--- src/rtl/lmsm_priority_encoder.sv ---
// Load/store-multiple register-list scanner: presents the lowest remaining set bit of a captured
// mask each cycle, consumes one bit per 'next', and pulses 'done' once the list is exhausted.
module lmsm_priority_encoder (
   input  logic       clk,
   input  logic       reset,
   input  logic       load,
   input  logic [7:0] mask_in,
   input  logic       next,
   output logic [2:0] index,
   output logic [7:0] sel_n,
   output logic       valid,
   output logic       done,
   output logic [3:0] count,
   output logic [7:0] mask_rem
);

   typedef enum logic [1:0] {StIdle, StActive, StDone} state_e;

   state_e     state_q, state_d;
   logic [7:0] mask_q, mask_d;
   logic [3:0] count_q, count_d;
   logic       valid_q, valid_d;
   logic       done_q, done_d;
   logic [2:0] low_idx;
   logic [7:0] mask_cleared;

   function automatic logic [2:0] lowest_index(input logic [7:0] m);
      logic [2:0] idx;
      idx = 3'd0;
      for (int i = 7; i >= 0; i--) begin
         if (m[i]) idx = 3'(i);
      end
      return idx;
   endfunction

   assign low_idx      = lowest_index(mask_q);
   // Clearing the lowest set bit is the same as dropping bit low_idx.
   assign mask_cleared = mask_q & (mask_q - 8'd1);

   always_comb begin
      state_d = state_q;
      mask_d  = mask_q;
      count_d = count_q;
      valid_d = valid_q;
      done_d  = done_q;
      if (load) begin
         mask_d  = mask_in;
         count_d = 4'd0;
         if (mask_in != 8'h00) begin
            state_d = StActive;
            valid_d = 1'b1;
            done_d  = 1'b0;
         end else begin
            state_d = StDone;
            valid_d = 1'b0;
            done_d  = 1'b1;
         end
      end else begin
         unique case (state_q)
            StIdle: begin
               valid_d = 1'b0;
               done_d  = 1'b0;
            end
            StActive: begin
               if (next) begin
                  mask_d = mask_cleared;
                  if (count_q != 4'd8) count_d = count_q + 4'd1;
                  if (mask_cleared == 8'h00) begin
                     state_d = StDone;
                     valid_d = 1'b0;
                     done_d  = 1'b1;
                  end
               end
            end
            StDone: begin
               state_d = StIdle;
               valid_d = 1'b0;
               done_d  = 1'b0;
            end
            default: begin
               state_d = StIdle;
               valid_d = 1'b0;
               done_d  = 1'b0;
            end
         endcase
      end
   end

   always_ff @(posedge clk or posedge reset) begin
      if (reset) begin
         state_q <= StIdle;
         mask_q  <= 8'h00;
         count_q <= 4'd0;
         valid_q <= 1'b0;
         done_q  <= 1'b0;
      end else begin
         state_q <= state_d;
         mask_q  <= mask_d;
         count_q <= count_d;
         valid_q <= valid_d;
         done_q  <= done_d;
      end
   end

   assign valid    = valid_q;
   assign done     = done_q;
   assign count    = count_q;
   assign mask_rem = mask_q;
   assign index    = valid_q ? low_idx : 3'd0;
   assign sel_n    = valid_q ? ~(8'b1 << low_idx) : 8'hFF;

endmodule

--- config.mk ---
export PLATFORM = sky130hd
export DESIGN_NAME = lmsm_priority_encoder
export DESIGN_NICKNAME = d
export VERILOG_FILES = /design/src/rtl/lmsm_priority_encoder.sv
export SDC_FILE = /design/constraint.sdc
export NUM_CORES = 1
export LEC_CHECK = 0
export CAP_MARGIN = 25
export CORE_MARGIN = 1
export CORE_UTILIZATION = 43
export CTS_BUF_LIST = sky130_fd_sc_hd__clkbuf_8 sky130_fd_sc_hd__clkbuf_16
export DETAILED_ROUTE_END_ITERATION = 16
export GPL_TIMING_DRIVEN = 0
export PLACE_DENSITY = 0.81
export SLEW_MARGIN = 20
export SYNTH_ARGS = -nofsm -noshare
export SYNTH_HDL_FRONTEND = slang
export SYNTH_SLANG_ARGS = --single-unit
--- constraint.sdc ---
create_clock -name clk -period 2 [get_ports clk]
set_clock_uncertainty 0.05 [all_clocks]
set_input_delay 0.4 -clock clk [delete_from_list [all_inputs] [get_ports clk]]
set_output_delay 0.4 -clock clk [all_outputs]
set_load 0.01 [all_outputs]
# After elaboration in Yosys (flattened, before gate mapping)
# Index checks and enable logic that the tools add are counted.
[op_classes]
n_addsub = 2
mul = 0
n_div = 0
n_lt_le_gt_ge = 0
eq_ne = 5
shift = 1
n_mux = 32
n_bitwise = 2
n_reduce_logical = 10
[op_table]
columns = ["operator", "count"]
rows = [
  ["$mux 8", 4],
  ["$mux 3", 9],
  ["$mux 4", 4],
  ["$mux 1", 10],
  ["$and 8x8->8", 1],
  ["$logic_not 8->1", 1],
  ["$mux 2", 4],
  ["$not 8->8", 1],
  ["$reduce_bool 8->1", 1],
  ["$shl 1x3->8 const A", 1],
  ["$sub 8x1->8 const B", 1],
  ["$ne 3x3->1 const B", 2],
  ["$reduce_and 3->1", 2],
  ["$reduce_bool 2->1", 3],
  ["$add 4x1->4 const B", 1],
  ["$ne 4x4->1 const B", 1],
  ["$pmux 2 s2", 1],
  ["$reduce_and 2->1", 2],
  ["$eq 2x1->1 const B", 1],
  ["$logic_not 2->1", 1],
  ["$ne 2x2->1 const B", 1],
]
[totals]
register_bits = 16
latchBits = 0
mem_bits_rw = 0
romBits = 0
elab_cells = 57
mem_count = 0

# Depth between registers and ports, before layout
[logic_depth]
ltp_word = 11
ltp_mapped = 6

# Least setup slack after synthesis
# OpenSTA, ideal clock, no wires.
[synth_timing]
kind = "register -> output"
start = "reg mask_q[2] (netlist: mask_rem[2])"
end = "out sel_n[7]"
arrival_ns = 1.593
path_slack_ns = -0.043
stages_incl_launch_ff = 7
cell_sequence = "dfrtp_1 or2_1 clkbuf_1 nor3_1 nand2_1 nor4_1 o21ai_0"
[synth_between]
elab_chain_len = 6
[synth_lines]
columns = ["element", "line", "text"]
rows = [
  ["start, declared", "20", "logic [7:0] mask_q, mask_d;"],
  ["start signal, assigned", "98", "mask_q <= mask_d;"],
  ["$mux 3 (3 in series)", "31", "if (m[i]) idx = 3'(i);"],
  ["$shl 1x3->8", "110", "assign sel_n = valid_q ? ~(8'b1 << low_idx) : 8'hFF;"],
  ["$not 8->8", "110", ""],
  ["$mux 8", "110", ""],
  ["end, declared", "10", "output logic [7:0] sel_n,"],
]
# No other way between the ends.

# Worst setup path in the final report
[layout_timing]
start = "reg mask_q[3] (netlist: mask_rem[3])"
end = "out sel_n[7]"
[layout_between]
elab_chain_len = 7
[layout_lines]
columns = ["element", "line"]
rows = [
  ["$mux 3 (4 in series)", "31"],
  ["$shl 1x3->8", "110"],
  ["$not 8->8", "110"],
  ["$mux 8", "110"],
]
# No other way between the ends.

==> out/results.ini <==
[outcome]
status = complete, but fails checks
violations = setup timing

[critical_path]
crit_path_start = mask_rem[3]
regToRegSetupSlack_ps = 30
path_buf_inv = 1
crit_slowest_cell = dfrtp_1
r2r_end = valid
critPathKind = flip-flop to output port
cp-end-kind = output port
crit_path_cell_trace = or2_4, nor3_4, nand2_2, nor4_4, o21ai_1, buf_2
r2r_start = mask_rem[4]
critPathTopFamily = simple AND/OR/NAND/NOR gates
crit_required_ps = 1550
critPathLaunchType = flip-flop
worstPathArrival_ps = 1810
critPathMaxFanout = 3
crit_path_max_incr_delay_ps = 390
r2r_cells = 6

[global_route]
grt_max_degree = 17
grt_pass1_wl_mm = 5.24
grt_usage_pct = 28.2
gr-total-overflow = 0
grt_antenna_before_repair = 0
grt_pass1_vias = 1132

[routing]
wl_mm = 3.73
vias = 1239
viasPerCell = 6.23
avgRoutedWirePerCell_um = 18.8
final_antenna_net_count = 0
first_pass_iters = 5
drtIter0Drc = 95
drcViolationCount = 0

[synth]
syn-cell-area_um2 = 981
synth_nets = 128
yosys_warnings = 0
synth_seq_cells = 16
synth_edf_count = 0
ys_seq_area_share_pct = 40.8
synth_cell_types = 34
synth_cells = 114
ys_async_sr_fraction_pct = 100
ys.flop_type = dfrtp_1
syn_area_per_cell_um2 = 8.60

[final_layout]
finalNonFillerCells = 199
syn_to_final_growth_pct = 67.0
insertedDiodeCount = 0
nNetsFinal = 187
fin_util_pct = 79.4
drive_gt1_share_pct = 32.6

[timing]
worstMarginPinSlew_ps = 610
hold_violations = 0
fin_crit_ps = 2260
setup_tns_ps = -1210
slew_violations = 0
grt_setup_unrepaired = true
final.setup.worst_slack_ps = -260
period_share_pct = 113
finalSetupViolCount = 7
maxSlewHeadroom_pct = 59.3
max_freq_mhz = 443

[cts]
root_buffer = clkbuf_8
cts_tree = done
cts_max_level = 1
clkLatencyLatePin_ps = 260
max-clock-path-buffers = 2
cts.sinks = 16
cts_hold_buffers = 0
cts_made_buffers = 3
path_clk_slew_ps = 70

[placement]
place_inst = 176
port_buffers = 35
hpwl_mm = 1.88
pre_cts_slack_ps = -524
routabilityCongestion = 0.816

[power_and_ir_drop]
p_leak_nw = 0.701
ir_drop_mv = 0.626
powerDensity_nw_per_um2 = 701

[floorplanning]
rows = 16
die_x_um = 49.8
pin_count = 37
die_y_um = 49.8
die_area_um2 = 2480
floorplan.initialDensity_pct = 47.6
coreArea_um2 = 2060

[min_path]
hp-class = input port to asynchronous set/reset pin

[job]
maxCapViolations = 0

cell families after synthesis:
kind of cell / count (synthesis) / synth area share, %
AOI/OAI and AO/OA: 29 / 20.4
xor gates and xnor gates: 3 / 2.68
adders and majority gates: 3 / 3.57
buffers and inverters: 12 / 5.48
DFF: 16 / 40.8
muxes: 1 / 1.02
and+or+nand+nor: 50 / 26.0
flip-flops by register name (all words and copies together), names as in the netlist:
name,cells
valid,1
count,4
mask_rem,8
state_q,2
done,1
worst max path at each step:
stage,end,slack (ps),cells after the start
finish,sel_n[7],-260,6
global route,sel_n[7],-330,6
CTS,sel_n[7],-180,6
detailed placement,sel_n[7],-520,7
global placement,sel_n[7],-470,7
floorplan,sel_n[7],70,6
placed cells by master (no fill, tap or decap), drive strengths merged:
cell | netlist | final
a2111oi | 1 | 1
a21o | 2 | 2
a21oi | 6 | 6
a22o | 7 | 7
a31oi | 1 | 1
and3b | 1 | 1
buf | 3 | 29
clkbuf | 3 | 9
clkdlybuf4s50 | 0 | 24
dfrtp | 16 | 16
dlygate4sd2 | 0 | 2
ha | 2 | 2
inv | 6 | 6
maj3 | 1 | 1
mux2i | 1 | 1
nand2 | 11 | 11
nand2b | 3 | 3
nand3 | 3 | 3
nand3b | 3 | 3
nand4 | 1 | 1
nand4b | 1 | 1
nor2 | 14 | 14
nor2b | 1 | 1
nor3 | 5 | 5
nor3b | 1 | 1
nor4 | 4 | 4
o211a | 1 | 1
o21a | 1 | 1
o21ai | 8 | 8
o21bai | 2 | 2
or2 | 1 | 1
or3 | 1 | 1
xnor2 | 1 | 1
xor2 | 2 | 2
Yosys cell counts (all sizes together) (2+ instances only):
master	n	share of area [%]
inv	6	2.3
a21o	2	1.5
a22o	7	6.3
dfrtp	16	41
xor2	2	1.8
nand3	3	1.5
nand2b	3	1.9
ha	2	2.6
buf	3	2.0
nand3b	3	2.3
a21oi	6	3.1
o21ai	8	4.1
nand2	11	4.2
clkbuf	3	1.1
o21bai	2	1.5
nor2	14	5.4
nor3	5	2.6
nor4	4	2.6
area by class of cell:
| class | count | area, µm² |
|---|---|---|
| inverters | 6 | 22.5 |
| well taps | 27 | 33.8 |
| flip-flops and latches | 16 | 405 |
| repair buffers | 56 | 472 |
| fillers | 118 | 424 |
| multi-input cells | 86 | 626 |
| clock buffers | 4 | 55.1 |
| plain buffers | 4 | 23.8 |
layer usage:
| metal | GRT usage [%] | part of all wire [%] |
|---|---|---|
| met3 | 5.56 | 11 |
| met1 | 35.3 | 35 |
| met2 | 48.6 | 48 |
| met5 | 0 | 0 |
| met4 | 8.57 | 6.1 |
what timing repair did:
item	in CTS	in global routing
pin swaps	8	9
buffers inserted	15	6
gates resized for setup	43	17
endpoints found under the setup margin	11	12
power breakdown:
part           total [W]  switching, W  internal (W)  leakage, nW
registers       0.000387     0.0000324      0.000354        0.197
logic           0.000463      0.000239      0.000224        0.475
clock network   0.000299      0.000124      0.000175       0.0288
through the flow:
stage / total power [W] / hold WS (ps) / area [µm²]
floorplan: 0.000563 / 264 / 986
finish: 0.00115 / 465 / 1640
detailed placement: 0.000707 / 467 / 1370
global placement: 0.000700 / 454 / 1370
CTS: 0.00106 / 478 / 1550
global route: 0.00119 / 487 / 1640
(Power assumes the default switching activity.)
